[src/rtl/bp_io_link_to_lce_buffered.sv]
`default_nettype none
// ---------------------------------------------------------------------------
// bp_io_link_to_lce_buffered: buffered multi-outstanding I/O link <-> LCE UC bridge
// Revision: 1.0
// ---------------------------------------------------------------------------
module bp_io_link_to_lce_buffered #(
  parameter int paddr_width_p     = 40,
  parameter int data_width_p      = 64,
  parameter int lce_id_width_p    = 4,
  parameter int cce_id_width_p    = 4,
  parameter int num_cce_p         = 1,
  parameter int block_offset_p    = 6,
  parameter int cmd_fifo_els_p    = 2,
  parameter int max_outstanding_p = 4
) (
  input  logic                                   clk_i,
  input  logic                                   reset_n_i,
  input  logic [lce_id_width_p-1:0]              lce_id_i,

  input  logic                                   io_cmd_v_i,
  output logic                                   io_cmd_ready_o,
  input  logic                                   io_cmd_wr_not_rd_i,
  input  logic [paddr_width_p-1:0]               io_cmd_addr_i,
  input  logic [2:0]                             io_cmd_size_i,
  input  logic [data_width_p-1:0]                io_cmd_data_i,

  output logic                                   lce_req_v_o,
  input  logic                                   lce_req_ready_i,
  output logic                                   lce_req_wr_not_rd_o,
  output logic [paddr_width_p-1:0]               lce_req_addr_o,
  output logic [2:0]                             lce_req_size_o,
  output logic [data_width_p-1:0]                lce_req_data_o,
  output logic [lce_id_width_p-1:0]              lce_req_src_id_o,
  output logic [cce_id_width_p-1:0]              lce_req_dst_id_o,

  input  logic                                   lce_cmd_v_i,
  output logic                                   lce_cmd_yumi_o,
  input  logic                                   lce_cmd_uc_done_i,
  input  logic [paddr_width_p-1:0]               lce_cmd_addr_i,
  input  logic [data_width_p-1:0]                lce_cmd_data_i,

  output logic                                   io_resp_v_o,
  input  logic                                   io_resp_ready_i,
  output logic                                   io_resp_wr_not_rd_o,
  output logic [paddr_width_p-1:0]               io_resp_addr_o,
  output logic [2:0]                             io_resp_size_o,
  output logic [data_width_p-1:0]                io_resp_data_o,

  output logic [$clog2(max_outstanding_p+1)-1:0] outstanding_o,
  output logic                                   error_o
);

  localparam int out_width_lp = $clog2(max_outstanding_p + 1);
  localparam int cmd_cnt_width_lp = $clog2(cmd_fifo_els_p + 1);
  localparam int cmd_ptr_width_lp = (cmd_fifo_els_p > 1) ? $clog2(cmd_fifo_els_p) : 1;
  localparam int trk_ptr_width_lp = (max_outstanding_p > 1) ? $clog2(max_outstanding_p) : 1;

  // Command FIFO storage
  logic                     cmd_wr_mem   [cmd_fifo_els_p];
  logic [paddr_width_p-1:0] cmd_addr_mem [cmd_fifo_els_p];
  logic [2:0]               cmd_size_mem [cmd_fifo_els_p];
  logic [data_width_p-1:0]  cmd_data_mem [cmd_fifo_els_p];
  logic [cmd_ptr_width_lp-1:0] cmd_wr_ptr, cmd_rd_ptr;
  logic [cmd_cnt_width_lp-1:0] cmd_count;

  // Tracker FIFO storage; its occupancy is the outstanding count
  logic                     trk_wr_mem   [max_outstanding_p];
  logic [paddr_width_p-1:0] trk_addr_mem [max_outstanding_p];
  logic [2:0]               trk_size_mem [max_outstanding_p];
  logic [trk_ptr_width_lp-1:0] trk_wr_ptr, trk_rd_ptr;
  logic [out_width_lp-1:0]     outstanding;

  logic                     resp_v;
  logic                     resp_wr;
  logic [paddr_width_p-1:0] resp_addr;
  logic [2:0]               resp_size;
  logic [data_width_p-1:0]  resp_data;
  logic                     error;
  logic                     live;

  logic                      cmd_full, cmd_empty, cmd_enq, credit_avail, req_fire;
  logic                      trk_pop, orphan, mismatch;
  logic                      head_wr, trk_head_wr;
  logic [paddr_width_p-1:0]  head_addr, trk_head_addr;
  logic [2:0]                head_size, trk_head_size;
  logic [data_width_p-1:0]   head_data;
  logic [cce_id_width_p-1:0] head_dst;

  function automatic logic [cmd_ptr_width_lp-1:0] cmd_ptr_next(input logic [cmd_ptr_width_lp-1:0] p);
    return (p == cmd_ptr_width_lp'(cmd_fifo_els_p - 1)) ? '0 : p + 1'b1;
  endfunction

  function automatic logic [trk_ptr_width_lp-1:0] trk_ptr_next(input logic [trk_ptr_width_lp-1:0] p);
    return (p == trk_ptr_width_lp'(max_outstanding_p - 1)) ? '0 : p + 1'b1;
  endfunction

  assign head_wr   = cmd_wr_mem[cmd_rd_ptr];
  assign head_addr = cmd_addr_mem[cmd_rd_ptr];
  assign head_size = cmd_size_mem[cmd_rd_ptr];
  assign head_data = cmd_data_mem[cmd_rd_ptr];

  assign trk_head_wr   = trk_wr_mem[trk_rd_ptr];
  assign trk_head_addr = trk_addr_mem[trk_rd_ptr];
  assign trk_head_size = trk_size_mem[trk_rd_ptr];

  generate
    if (num_cce_p == 1) begin : g_single_cce
      assign head_dst = '0;
    end else begin : g_striped_cce
      localparam int cce_bits_lp = $clog2(num_cce_p);
      assign head_dst = cce_id_width_p'(head_addr[block_offset_p +: cce_bits_lp]);
    end
  endgenerate

  // live gates the combinational handshakes so they stay low through reset
  assign cmd_full       = (cmd_count == cmd_cnt_width_lp'(cmd_fifo_els_p));
  assign cmd_empty      = (cmd_count == '0);
  assign io_cmd_ready_o = live & ~cmd_full;
  assign cmd_enq        = io_cmd_v_i & io_cmd_ready_o;
  assign credit_avail   = (outstanding < out_width_lp'(max_outstanding_p));
  assign lce_req_v_o    = ~cmd_empty & credit_avail;
  assign req_fire       = lce_req_v_o & lce_req_ready_i;

  assign lce_req_wr_not_rd_o = lce_req_v_o & head_wr;
  assign lce_req_addr_o      = lce_req_v_o ? head_addr : '0;
  assign lce_req_size_o      = lce_req_v_o ? head_size : '0;
  assign lce_req_data_o      = lce_req_v_o ? head_data : '0;
  assign lce_req_src_id_o    = lce_req_v_o ? lce_id_i  : '0;
  assign lce_req_dst_id_o    = lce_req_v_o ? head_dst  : '0;

  assign lce_cmd_yumi_o = live & lce_cmd_v_i & (~resp_v | io_resp_ready_i);
  assign trk_pop        = lce_cmd_yumi_o & (outstanding != '0);
  assign orphan         = lce_cmd_yumi_o & (outstanding == '0);
  assign mismatch       = trk_pop & ((lce_cmd_uc_done_i != trk_head_wr) |
                                     (lce_cmd_addr_i != trk_head_addr));

  always_ff @(posedge clk_i) begin
    if (cmd_enq) begin
      cmd_wr_mem[cmd_wr_ptr]   <= io_cmd_wr_not_rd_i;
      cmd_addr_mem[cmd_wr_ptr] <= io_cmd_addr_i;
      cmd_size_mem[cmd_wr_ptr] <= io_cmd_size_i;
      cmd_data_mem[cmd_wr_ptr] <= io_cmd_data_i;
    end
    if (req_fire) begin
      trk_wr_mem[trk_wr_ptr]   <= head_wr;
      trk_addr_mem[trk_wr_ptr] <= head_addr;
      trk_size_mem[trk_wr_ptr] <= head_size;
    end
  end

  always_ff @(posedge clk_i or negedge reset_n_i) begin
    if (!reset_n_i) begin
      live        <= 1'b0;
      cmd_wr_ptr  <= '0;
      cmd_rd_ptr  <= '0;
      cmd_count   <= '0;
      trk_wr_ptr  <= '0;
      trk_rd_ptr  <= '0;
      outstanding <= '0;
      error       <= 1'b0;
    end else begin
      live <= 1'b1;
      if (cmd_enq)  cmd_wr_ptr <= cmd_ptr_next(cmd_wr_ptr);
      if (req_fire) cmd_rd_ptr <= cmd_ptr_next(cmd_rd_ptr);
      case ({cmd_enq, req_fire})
        2'b10:   cmd_count <= cmd_count + 1'b1;
        2'b01:   cmd_count <= cmd_count - 1'b1;
        default: cmd_count <= cmd_count;
      endcase
      if (req_fire) trk_wr_ptr <= trk_ptr_next(trk_wr_ptr);
      if (trk_pop)  trk_rd_ptr <= trk_ptr_next(trk_rd_ptr);
      case ({req_fire, trk_pop})
        2'b10:   outstanding <= outstanding + 1'b1;
        2'b01:   outstanding <= outstanding - 1'b1;
        default: outstanding <= outstanding;
      endcase
      if (orphan | mismatch) error <= 1'b1;
    end
  end

  // The response is always built from the tracker, even when the completion disagrees
  always_ff @(posedge clk_i or negedge reset_n_i) begin
    if (!reset_n_i) begin
      resp_v    <= 1'b0;
      resp_wr   <= 1'b0;
      resp_addr <= '0;
      resp_size <= '0;
      resp_data <= '0;
    end else if (trk_pop) begin
      resp_v    <= 1'b1;
      resp_wr   <= trk_head_wr;
      resp_addr <= trk_head_addr;
      resp_size <= trk_head_size;
      resp_data <= trk_head_wr ? '0 : lce_cmd_data_i;
    end else if (io_resp_ready_i) begin
      resp_v <= 1'b0;
    end
  end

  assign io_resp_v_o         = resp_v;
  assign io_resp_wr_not_rd_o = resp_wr;
  assign io_resp_addr_o      = resp_addr;
  assign io_resp_size_o      = resp_size;
  assign io_resp_data_o      = resp_data;
  assign outstanding_o       = outstanding;
  assign error_o             = error;

endmodule
`default_nettype wire

[config.mk]
export PLATFORM = sky130hd
export DESIGN_NAME = bp_io_link_to_lce_buffered
export DESIGN_NICKNAME = d
export VERILOG_FILES = /design/src/rtl/bp_io_link_to_lce_buffered.sv
export SDC_FILE = /design/constraint.sdc
export NUM_CORES = 1
export LEC_CHECK = 0
export ABC_AREA = 0
export ABC_CLOCK_PERIOD_IN_PS = 6900
export BUFFER_PORTS_ARGS = -buffer_cell sky130_fd_sc_hd__buf_2
export CORE_MARGIN = 2
export CORE_UTILIZATION = 54
export DETAILED_ROUTE_END_ITERATION = 7
export GPL_TIMING_DRIVEN = 1
export HOLD_SLACK_MARGIN = 0.02
export PLACE_DENSITY = 0.89
export SKIP_CTS_REPAIR_TIMING = 1
export SLEW_MARGIN = 25
export SYNTH_ARGS = -nofsm -noshare
export SYNTH_HDL_FRONTEND = slang
export SYNTH_SLANG_ARGS = --single-unit
[constraint.sdc]
create_clock -name clk_i -period 6.9 [get_ports clk_i]
set_input_delay 0.69 -clock clk_i [delete_from_list [all_inputs] [get_ports clk_i]]
set_output_delay 0.69 -clock clk_i [all_outputs]
set_load 0.005 [all_outputs]
==> impl_metrics.toml <==
[sta]
hold_viol = 0
final-setup-viol-count = 0
fin_skew_ns = 0.0194
rsz0062_at_grt = "false"
setup_tns_ns = 0
tightest_slew_ns = 0.972
min_period_over_period = 0.526
period_minus_slack_ns = 3.63
slew_headroom = 0.352
final_max_slew_viol_count = 0
max_freq_mhz = 275

[logic_synthesis]
syn_avg_cell_area_um2 = 14.6
ys.flop_type = "edfxtp_1"
synth_seq_cells = 514
yosys_warnings = 0
synth_edf_count = 392
synth.top_cell.area_share = 0.576
netlist_area_um2 = 20400
synth_area_leader_cell = "edfxtp_1"
yosys-top-cells-area = "edfxtp_1, dfrtp_1, mux2i_1"
async_flop_share = 0.237
synth_cell_types = 53
ys_seq_area_frac = 0.725
synth_cells = 1397

[global_route]
grt.overflow.total = 0
grt_max_degree = 103
grt_pass1_wl_um = 78900
grt_pass1_vias = 13200
antenna_found_initial = 11
grt_usage = 0.271

[setup_path]
cp_data_required_time_ns = 6.21
path_class = "reg -> out"
slowest_delay_ns = 0.80
endpoint_kind = "output pin"
cp-startpoint = "cmd_rd_ptr"
worstPathCellList = "buf_4, mux2_2, and2_1, buf_2"
start_kind = "flop"
worstPathMaxFanout = 46
critPathSlowestCell = "dfrtp_4"
crit_arrival_ns = 2.94
rrSetupSlack_ns = 3.53
timing.rr.start = "trk_rd_ptr[0]"

[floorplanning]
die-area_um2 = 39400
die-width_um = 199
die_h_um = 199
num_io_pins = 455
floorplan.initialDensity = 0.545
core_um2 = 37500
num_rows = 71

[routing]
final_antenna_net_count = 0
via_count = 13300
drt-total-wl_um = 54100
drt_iter0_drc = 972
dr.pass1.iters = 5
remaining_drc_errors = 0
routed_via_density = 5.53
wl_per_cell_um = 22.6

[clock_tree]
cts_root_buffer = "clkbuf_16"
clock_latency_ns = 0.58
cts_tree = "done"
clock_sinks = 514
clkTransAtPathRegs_ns = 0.06
h-tree-depth = 2
cts_buffers = 50
clockBufferDepth = 3

[finish]
area_growth_pct = 20.9
fillers = 2604
drive_gt1_frac = 0.330
nets = 2076
finalNonFillerCells = 2400

[pwr]
leakage_nw = 10.5
power_density_nw_per_um2 = 421
ir_drop_mv = 0.298
power_w = 0.0104

[min_path]
min_path_type = "in -> async"

[place]
gp_congestion = 0.874
io_buffers = 450
hpwl_um = 37500
dpl.cell_count = 2303

[run_status]
outcome = "complete, no violations"

[run]
cap_violations = 0
-- cell usage after synthesis, drive strengths merged (2+ instances only) --
master / instances
nor4: 5
a2bb2oi: 2
dfrtp: 122
mux4: 21
nand3: 65
buf: 38
a221oi: 4
o2bb2ai: 2
inv: 14
o21ai: 27
a31oi: 2
a222oi: 3
or3: 3
nand4: 4
o221ai: 5
o22ai: 5
mux2i: 106
xor2: 14
edfxtp: 392
mux2: 51
and2: 48
xnor2: 24
ha: 7
a21oi: 14
nor3: 4
or4: 2
nand2: 233
clkbuf: 37
nor2: 120
conb: 2
and3: 6
-- worst max-delay path, delay by kind of cell (launching register included) --
family / cells / cell delay [ns]
AND/OR/NAND/NOR: 1 / 0.20
buffers and inverters: 2 / 0.77
multiplexers: 1 / 0.50
flip-flops: 1 / 0.80
-- worst paths after layout --
check                                      end  depth (start not counted)
setup / recovery            lce_req_addr_o[16]                          4
hold / removal             io_resp_wr_not_rd_o                          1
setup reg to reg                       error_o                          6
hold reg to reg             io_resp_data_o[27]                          2
max in group asynchronous        trk_rd_ptr[1]                          2
min in group clk_i         cmd_addr_mem[1][23]                          1
-- state kept, by name, summed over array words and instances, names as in the netlist, 3 cells and up --
register and flops:
cmd_addr_mem 80, cmd_data_mem 128, cmd_size_mem 6, io_resp_addr_o 40, io_resp_data_o 64, io_resp_size_o 3
outstanding_o 3, trk_addr_mem 160, trk_size_mem 12, trk_wr_mem 4
-- cells by family (layout without fill, tap and decap cells) --
logic type               count (synthesis)  in the layout  synth area share
multiplexers                           178            178             0.104
buffers and inverters                   90            573            0.0210
AO/OA/AOI/OAI                           74             74            0.0237
other                                    2             11          0.000367
AND/OR/NAND/NOR                        493            493             0.104
XOR/XNOR                                38             38            0.0163
flip-flops                             514            514             0.725
adder cells (fa/ha/maj)                  8              8           0.00526
-- power by group --
part,internal [W],switching (W),leakage [nW]
clock network,0.00143,0.00114,0.744
logic,0.00133,0.00198,4.60
registers,0.00412,0.000386,5.12
total,0.00688,0.00351,10.5
-- through the flow --
step / util / instance area, um^2 / setup slack, ns / hold WS (ns)
floorplan: - / 20400 / 0.929 / 0.394
global placement: 0.617 / 23100 / 3.55 / 0.443
detailed placement: 0.617 / 23100 / 3.54 / 0.451
CTS: 0.658 / 24700 / 3.24 / 0.264
global route: 0.659 / 24700 / 3.13 / 0.189
finish: 0.659 / 24700 / 3.27 / 0.156
-- cells in the final DEF (no fill, tap or decap), types with 9 or more instances in the layout --
cell       instances
a21oi_1           14
and2_1            48
buf_2            449
buf_4             16
clkbuf_1          12
clkbuf_16         50
clkinv_2           9
dfrtp_1          119
edfxtp_1         392
inv_1             13
mux2_2            51
mux2i_1          105
mux4_2            15
nand2_1          231
nand3_1           65
nor2_1           119
o21ai_0           27
xnor2_1           24
xor2_1            14
-- layout make-up --
cell class / instances / area [um^2] / share of cell area
multi-input combinational: 796 / 5220 / 0.211
sequential: 514 / 14800 / 0.601
timing repair buffer: 468 / 2410 / 0.0976
tap: 511 / 639 / 0.0259
clock inverter: 26 / 205 / 0.00831
antenna: 6 / 15.0 / 0.000608
clock buffer: 64 / 1320 / 0.0533
inverter: 15 / 56.3 / 0.00228
-- layer usage --
layer / global-route usage / vias up / share of wire
met2: 0.447 / 704 / 0.48
met3: 0.0700 / 107 / 0.094
met5: 0 / - / 0.0011
met4: 0.101 / 10 / 0.033
met1: 0.350 / 6501 / 0.39
li1: - / 5946 / -
(Power assumes the default switching activity.)
